## src/rtl/target_lock_controller.sv

```systemverilog
// target_lock_controller: keyboard-driven lock-on sequencer between the red
// trackers and the pixel mixer / predictor. Samples the selected target once
// per video frame, tracks missed frames and reports lock status.
module target_lock_controller #(
    parameter int LOST_FRAMES = 8,
    parameter int HOLD_FRAMES = 30,
    parameter int CENTER_X    = 320,
    parameter int CENTER_Y    = 240,
    parameter int HIT_TOL     = 8
) (
    input  logic              clk,
    input  logic              reset,
    input  logic              v_sync,
    input  logic              key_valid,
    input  logic [7:0]        keyboard_data,
    input  logic [15:0][9:0]  aim_x_all,
    input  logic [15:0][9:0]  aim_y_all,
    input  logic [15:0]       aim_detected_all,
    input  logic [9:0]        aim_x,
    input  logic [9:0]        aim_y,
    input  logic              aim_detected,
    output logic              mode_auto,
    output logic [3:0]        cursor_idx,
    output logic              is_locked,
    output logic [3:0]        locked_idx,
    output logic              lost,
    output logic              center_hit,
    output logic [15:0]       target_x,
    output logic [15:0]       target_y,
    output logic              target_valid
);

    localparam int MW = $clog2(LOST_FRAMES + 1);
    localparam int HW = $clog2(HOLD_FRAMES + 1);

    localparam logic [7:0] KEY_A   = 8'h1C;
    localparam logic [7:0] KEY_M   = 8'h3A;
    localparam logic [7:0] KEY_N   = 8'h31;
    localparam logic [7:0] KEY_SP  = 8'h29;
    localparam logic [7:0] KEY_ESC = 8'h76;

    localparam logic signed [16:0] CX  = 17'(CENTER_X);
    localparam logic signed [16:0] CY  = 17'(CENTER_Y);
    localparam logic signed [16:0] TOL = 17'(HIT_TOL);

    typedef enum logic [1:0] {
        SCAN   = 2'd0,
        LOCKED = 2'd1,
        LOST   = 2'd2
    } state_t;

    state_t          state, state_n;
    logic            mode_n;
    logic [3:0]      cursor_n, locked_n;
    logic [15:0]     tx_n, ty_n;
    logic            tv_n;
    logic [MW-1:0]   miss, miss_n;
    logic [HW-1:0]   hold, hold_n;

    logic            vs_q, frame_tick;
    logic            k_a, k_m, k_n, k_sp, k_esc;
    logic [3:0]      next_slot;
    logic signed [16:0] dx, dy, adx, ady;

    assign is_locked = (state == LOCKED);
    assign lost      = (state == LOST);

    assign k_a   = key_valid && (keyboard_data == KEY_A);
    assign k_m   = key_valid && (keyboard_data == KEY_M);
    assign k_n   = key_valid && (keyboard_data == KEY_N);
    assign k_sp  = key_valid && (keyboard_data == KEY_SP);
    assign k_esc = key_valid && (keyboard_data == KEY_ESC);

    // Registered falling-edge detect of v_sync: one-cycle frame tick.
    always_ff @(posedge clk or negedge reset) begin
        if (!reset) begin
            vs_q       <= 1'b0;
            frame_tick <= 1'b0;
        end else begin
            vs_q       <= v_sync;
            frame_tick <= vs_q & ~v_sync;
        end
    end

    // Nearest detected slot above the cursor, circular; scan far-to-near so
    // the closest hit overrides. Stays on the cursor when nothing else is set.
    always_comb begin
        next_slot = cursor_idx;
        for (int k = 15; k >= 1; k--) begin
            if (aim_detected_all[cursor_idx + 4'(k)])
                next_slot = cursor_idx + 4'(k);
        end
    end

    // Next-state and next-output logic. Mode keys dominate; in auto mode the
    // FSM parks in SCAN and only the frame sample runs.
    always_comb begin
        state_n  = state;
        mode_n   = mode_auto;
        cursor_n = cursor_idx;
        locked_n = locked_idx;
        tx_n     = target_x;
        ty_n     = target_y;
        tv_n     = target_valid;
        miss_n   = miss;
        hold_n   = hold;

        if (k_a && !mode_auto) begin
            mode_n  = 1'b1;
            state_n = SCAN;
            tv_n    = 1'b0;
        end else if (k_m && mode_auto) begin
            mode_n  = 1'b0;
            state_n = SCAN;
            tv_n    = 1'b0;
        end else if (mode_auto) begin
            state_n = SCAN;
            if (frame_tick) begin
                tx_n = {6'b0, aim_x};
                ty_n = {6'b0, aim_y};
                tv_n = aim_detected;
            end
        end else begin
            case (state)
                SCAN: begin
                    tv_n = 1'b0;
                    if (k_n) begin
                        cursor_n = next_slot;
                    end else if (k_sp && aim_detected_all[cursor_idx]) begin
                        state_n  = LOCKED;
                        locked_n = cursor_idx;
                    end
                end
                LOCKED: begin
                    if (k_esc) begin
                        state_n = SCAN;
                        tv_n    = 1'b0;
                    end else if (frame_tick) begin
                        if (aim_detected_all[locked_idx]) begin
                            tx_n   = {6'b0, aim_x_all[locked_idx]};
                            ty_n   = {6'b0, aim_y_all[locked_idx]};
                            tv_n   = 1'b1;
                            miss_n = '0;
                        end else begin
                            tv_n = 1'b0;
                            if (int'(miss) >= LOST_FRAMES - 1)
                                state_n = LOST;
                            else
                                miss_n = miss + MW'(1);
                        end
                    end
                end
                LOST: begin
                    tv_n = 1'b0;
                    if (k_esc) begin
                        state_n = SCAN;
                    end else if (frame_tick) begin
                        if (aim_detected_all[locked_idx]) begin
                            state_n = LOCKED;
                            tx_n    = {6'b0, aim_x_all[locked_idx]};
                            ty_n    = {6'b0, aim_y_all[locked_idx]};
                            tv_n    = 1'b1;
                        end else if (int'(hold) >= HOLD_FRAMES - 1) begin
                            state_n = SCAN;
                        end else begin
                            hold_n = hold + HW'(1);
                        end
                    end
                end
                default: begin
                    state_n = SCAN;
                    tv_n    = 1'b0;
                end
            endcase
        end

        // Every state change restarts both frame counters.
        if (state_n != state) begin
            miss_n = '0;
            hold_n = '0;
        end
    end

    // State and output registers.
    always_ff @(posedge clk or negedge reset) begin
        if (!reset) begin
            state        <= SCAN;
            mode_auto    <= 1'b0;
            cursor_idx   <= '0;
            locked_idx   <= '0;
            target_x     <= '0;
            target_y     <= '0;
            target_valid <= 1'b0;
            miss         <= '0;
            hold         <= '0;
        end else begin
            state        <= state_n;
            mode_auto    <= mode_n;
            cursor_idx   <= cursor_n;
            locked_idx   <= locked_n;
            target_x     <= tx_n;
            target_y     <= ty_n;
            target_valid <= tv_n;
            miss         <= miss_n;
            hold         <= hold_n;
        end
    end

    // Centre-window distance from the registered target, signed 17-bit.
    always_comb begin
        dx  = $signed({1'b0, target_x}) - CX;
        dy  = $signed({1'b0, target_y}) - CY;
        adx = (dx < 0) ? -dx : dx;
        ady = (dy < 0) ? -dy : dy;
    end

    // center_hit lags the target registers by one cycle.
    always_ff @(posedge clk or negedge reset) begin
        if (!reset)
            center_hit <= 1'b0;
        else
            center_hit <= is_locked & target_valid & (adx <= TOL) & (ady <= TOL);
    end

endmodule

```

## config.mk

```make
export PLATFORM = sky130hd
export DESIGN_NAME = target_lock_controller
export DESIGN_NICKNAME = d
export VERILOG_FILES = /design/src/rtl/target_lock_controller.sv
export SDC_FILE = /design/constraint.sdc
export NUM_CORES = 1
export LEC_CHECK = 0
export CAP_MARGIN = 0
export CELL_PAD_IN_SITES_DETAIL_PLACEMENT = 0
export CELL_PAD_IN_SITES_GLOBAL_PLACEMENT = 1
export CORE_AREA = 2 2 161 163
export DETAILED_ROUTE_END_ITERATION = 7
export DIE_AREA = 0 0 163 165
export PLACE_DENSITY = 0.88
export RECOVER_POWER = 50
export SYNTH_ARGS = -nofsm -noshare
export SYNTH_HDL_FRONTEND = slang
export SYNTH_SLANG_ARGS = --single-unit
```

## constraint.sdc

```tcl
create_clock -name clk -period 11.95 [get_ports clk]
set_input_delay 1.195 -clock clk [delete_from_list [all_inputs] [get_ports clk]]
set_output_delay 1.195 -clock clk [all_outputs]
set_load 0.02 [all_outputs]
```

==> results.tsv <==
metric	value	unit
worst r2r src	cursor_idx[1]	
leading area contributor after synthesis	mux4_2	
Mapped Area	7250	um2
pin count of the biggest net entering global routing	59	
routed len/inst	24.1	um
Post-synth EDFFs	0	
clk buf depth	2	
CP Launch Point	cursor_idx[1]	
full die area	26900	um2
Clock Root Buffer	clkbuf_16	
Area Growth Syn to Fin	60.6	%
TritonCTS Buffers	5	
CP endpoint kind	flop	
Placeable Area	25000	um2
clock sinks	44	
Post-Synthesis Mean Instance Area	11.1	um2
Tcrit/Tclk final	40.5	%
Synth top area share	41.0	%
Final Non-Filler Cells	1358	
CP max-delay cell	dfrtp_1	
reg2reg end	cursor_idx[1]	
CTS tree	yes	
Critical Setup Path Class	flop to flop	
Clock Pin Slew Worst Setup and Hold Paths	0.06	ns
Final Critical Period	4.84	ns
Yosys reg bits	44	
main flop type after synthesis	dfrtp_1	
DIE HEIGHT	165	um
Fin. Hold Viols	0	
worst path bufs/invs	1	
Final Util	46.5	%
cells after synthesis	655	
CP Cell Sequence	inv_1 > ha_1 > mux4_2 > mux2_2 > mux2i_2 > nand2b_4 > nor4b_2 > a31o_2 > a21o_1 > mux2_1	
failing checks	capacitance limit, slew limit	
number of global-route vias before repair	7430	
Yosys cell types	80	
P_leak	0.00406	uW
delay-heaviest family, CP	multiplexers	
hold slack	0.477	ns
Crit Path Max Fanout	26	
crit path capture	cursor_idx[1]	
drt total wl	32800	um
1st-iter DRT viols	612	
RePlAce Congestion	0.954	
Required @ worst endpoint	12.12	ns
reg2reg path depth	10	
die width	163	um
DRT Pass-1 Iters	5	
pwr/cell area	89.2	nW/um2
Startpoint Class	flop	
setup violators final	0	
placed insts	1345	
Yosys warning count	0	
Tightest Pin Transition	2.40	ns
RSZ-0062 raised after global routing	no	
HP Class	flop to flop	
grt ovf	0	
PortBufs	401	
clock skew	0.00299	ns
VDD IR max	66.2	uV
via/cell ratio	5.57	
Final HPWL DP	27500	um
Std-Cell Rows	58	
count leader, synth	mux4_2	
TNS Setup	0	ns
Crit path largest cell delay	1.06	ns
Initial Util	29.0	%
f_max	206	MHz
via count	7558	
hold_buf cts	0	
post-synthesis sequential area ratio	15.2	%
# Max-Cap Violations	1	
fraction of layout cells with a size suffix above 1	18.0	%
Skew-Pair Late Insertion Delay	0.29	ns
Resized Gates After CTS	0	
critical path depth	10	
Final ANT Viol Nets	0	
Slew Limit Fails	45	
slew margin rel.	-59.7	%
H-tree depth	2	
post-CTS repair timing setup buffer count	0	
synth top area cells	mux4_2, dfrtp_1, mux2i_1	
first-pass GRT wire length	46800	um
Worst Path Arrival	5.01	ns
num ports	414	
global-route usage over all layers	23.5	%
detailed-route DRC error count	0	
Tot Pwr	1040	uW
reg-to-reg slack, setup	7.11	ns
commonest cells in the netlist	mux4_2, nor2_1, a21oi_1, dfrtp_1, mux2i_1	
asr flop ratio synth	100	%
Nets	1410	
status	finished with violations	
initial antenna violation count	9	
power breakdown:
group	internal (uW)	switching (uW)
Clock	83.2	59.4
Sequential	181	67.5
Combinational	341	307
Total	605	434
worst reg2reg max path, stage by stage, from the launching register on:
cell and delay (ns):
dfrtp_1 1.06, inv_1 0.39, ha_1 0.80, mux4_2 0.65, mux2_2 0.35, mux2i_2 0.39, nand2b_4 0.10, nor4b_2 0.29
a31o_2 0.28, a21o_1 0.11, mux2_1 0.31
per-stage QoR:
step | setup WS (ns) | instance area [um2]
3_3_place_gp | 7.27 | 11500
6_report | 7.11 | 11600
5_1_grt | 6.80 | 11600
4_1_cts | 7.14 | 11600
2_1_floorplan | 8.05 | 7290
3_5_place_dp | 7.15 | 11500
layout by cell type, fill, tap and decap left out, types with 5 or more instances in the layout:
master,netlist,layout
buf_4,13,6
nor3_1,8,8
a31oi_1,10,10
nand2b_1,8,8
and3_1,5,5
dfrtp_1,44,40
nor4_1,7,7
inv_1,20,20
a21oi_1,49,49
nand3_1,14,14
nor2b_1,8,8
dlygate4sd3_1,0,15
nor3b_1,6,5
clkdlybuf4s50_1,0,385
and2_1,11,11
xor2_1,6,6
nand2_1,33,33
ha_1,19,19
xnor2_1,9,9
a211oi_1,5,5
mux2i_1,34,34
mux4_2,132,132
diode_2,0,5
mux2_2,10,10
conb_1,1,12
nor2_1,51,51
clkbuf_16,0,5
nand4_1,5,5
o21ai_1,6,6
o21ai_0,15,15
area by class of cell:
type / instances / area (um2)
timing repair buffer: 407 / 4050
clock buffer: 6 / 139
sequential: 44 / 1110
multi-input combinational: 543 / 5830
tap: 330 / 413
inverter: 21 / 78.8
fill: 2339 / 13400
clock inverter: 2 / 15.0
antenna: 5 / 12.5
state kept, by name, indices dropped and copies added (netlist names):
signal,flops
locked_idx,4
frame_tick,1
target_y,10
center_hit,1
vs_q,1
miss,4
hold,5
mode_auto,1
state,2
target_x,10
cursor_idx,4
target_valid,1
routing by layer:
| metal | vias up | wire length [um] | global-route usage, % |
|---|---|---|---|
| met5 | - | 49 | 0 |
| met4 | 8 | 352 | 3.22 |
| met3 | 29 | 3920 | 7.53 |
| met2 | 412 | 15000 | 35.1 |
| met1 | 3718 | 13500 | 34.1 |
| li1 | 3391 | - | - |
worst min-delay path by stage:
stage | from | depth (start not counted) | to | slack (ns)
3_3_place_gp | vs_q | 1 | frame_tick | 0.46
2_1_floorplan | vs_q | 1 | frame_tick | 0.44
6_report | vs_q | 1 | frame_tick | 0.48
4_1_cts | vs_q | 1 | frame_tick | 0.49
5_1_grt | vs_q | 1 | frame_tick | 0.50
3_5_place_dp | vs_q | 1 | frame_tick | 0.48
cells by family after synthesis:
family                     count (synthesis)  share of synthesized area [%]
muxes                                    183                           48.7
and+or+nand+nor                          180                           13.5
AOI/OAI and AO/OA                        131                           11.8
buffers and inverters                     79                           5.14
DFF                                       44                           15.2
adders and majority gates                 20                           3.42
xor gates and xnor gates                  17                           2.26
other                                      1                         0.0517
(Power assumes the default switching activity.)
==> edit: new RTL, same settings <==
The parameter `LOST_FRAMES` goes from 8 to 4.
--- a/src/rtl/target_lock_controller.sv
+++ b/src/rtl/target_lock_controller.sv
@@ -4,3 +4,3 @@
 module target_lock_controller #(
-    parameter int LOST_FRAMES = 8,
+    parameter int LOST_FRAMES = 4,
     parameter int HOLD_FRAMES = 30,
Function: no difference found for any inputs over 4 cycles, from zero or initial values and one cycle with reset low; that may be too few to reach the edited logic, so the function may still have changed.
==> edit against the unedited design <==
The run still ends with max-capacitance violations, max-slew violations left. Routed wire length up 8.7%. Sequential cell count down 1. Die area unchanged. Setup slack better by 0.23 ns. Cell area up 0.67%. Power down 1.7%. Maximum frequency up 5.1%. Non-clock buffer count up 1. Count of clock-buffer cells in the layout up 1. Cell count up 0.59%. Synthesized area up 2.2%. Largest power group unchanged.
==> edit: results (changes against the unedited design) <==
setup_path:
  max_stage_delay_ns: 0.74  # -0.32 ns
  critPathArrivalTime_ns: 4.82  # -0.19 ns
  crit_fanout: 31  # +19%
  rr_worst_depth: 11  # +1
  slowest_stage: "ha_1"
drt:
  routedWlPerCell_um: 26.1  # +8.0%
  wl_met3_um: 4560  # +16%
  vias: 7747  # +2.5%
  drtIter0Drc: 655  # +7.0%
  wl_met2_um: 15500  # +3.7%
  met1Wirelength_um: 14900  # +11%
  first_pass_iters: 6  # +1
synthesis:
  ys_top_cells_by_count: "mux4_2 (123), nor2_1 (54), a21oi_1 (49)"
  synth_xor_xnor_area_share: 0.0223  # -0.000308
  synth-compound-area-share: 0.115  # -0.00299
  synthMuxAreaShare: 0.503  # +0.0156
  netlist_top_cells_area: "mux4_2 (37%), dfrtp_1 (15%), mux2i_1 (5.4%), ha_1 (3.4%), a21oi_1 (3.3%)"
  yosysUniqueCellTypes: 79  # -1.3%
  yosysMostFrequentCell: "mux4_2"
  synthAdderAreaFrac: 0.0365  # +0.00232
flow_run:
  drv_cap: 1  # unchanged
layout:
  clkbuf_count: 7  # +1
  fin_nets: 1422  # +0.85%
  seq_area_mm2: 0.00108  # -2.4%
  buffer_area_frac: 0.346  # -0.00166
  design.seq.count: 43  # -2.3%
  clockNetworkAreaShare: 0.0129  # -0.000301
  drive_above_1_share: 0.174  # -0.00578
  n_all_inverters: 27  # +29%
  antennaDiodeCount: 2  # -3
  fillers: 2344  # +0.21%
  multi_input_area_mm2: 0.00591  # +1.4%
  n_all_buffers: 408  # +0.25%
  multi_input_gates: 548  # +0.92%
grt:
  grt_util_met1: 0.360  # +0.0190
  grt_max_degree: 62  # +5.1%
  met2_usage: 0.370  # +0.0187
  antenna_found_initial: 10  # +1
  grt_use_total: 0.256  # +0.0213
  grt_pass1_vias: 7585  # +2.1%
  use_met3: 0.110  # +0.0349
sta:
  drv_slew: 44  # -2.2%
  skew_ns: 0.00888  # +0.00589 ns
  slew_headroom: -0.598  # -0.00103
place:
  hpwl_um: 29600  # +7.6%
  place_congestion: 0.964  # +1.0%
  post-place-ws_ns: 7.39  # +0.241 ns
outcome:
  violations: "max-capacitance violations, max-slew violations"
  outcome: "finished, violations left"
power_and_ir_drop:
  p_total_mw: 1.02  # -1.7%
  p_leak_nw: 4.08  # +0.58%
  pg_comb_mw: 0.630  # -3%
  ir_worst_vdd_uv: 86.0  # +30%
  switching_share: 0.415  # -0.00235
## edit: cell count changes after synthesis, sizes merged, moves of 4 or more
cell and change:
a22oi -4, mux2 +10, o211ai +4, nand2 -4, o21a +6, nand2b -4
mux2i +9, a21o -4, o21ai +5, inv +6, nor2b -4, nor3 -4
## edit: path summary, 6_finish.rpt
| path | from | slack (ns) | to |
|---|---|---|---|
| worst min-delay path | vs_q | 0.48 | frame_tick |
| worst max register to register | cursor_idx[1] | 7.34 | cursor_idx[1] |
| max in group asynchronous | reset | 8.63 | locked_idx[0] |
| worst max-delay path | cursor_idx[1] | 7.34 | cursor_idx[1] |
| worst min register to register | vs_q | 0.48 | frame_tick |
| min in group asynchronous | reset | 1.63 | mode_auto |
## edit: metrics by stage
| stage | std cells | instance area (um^2) |
|---|---|---|
| 2_1_floorplan | 677 | 7450 |
| 5_1_grt | 1365 | 11700 |
| 3_3_place_gp | 1356 | 11600 |
| 3_5_place_dp | 1356 | 11600 |
| 4_1_cts | 1364 | 11700 |
| 6_report | 1366 | 11700 |
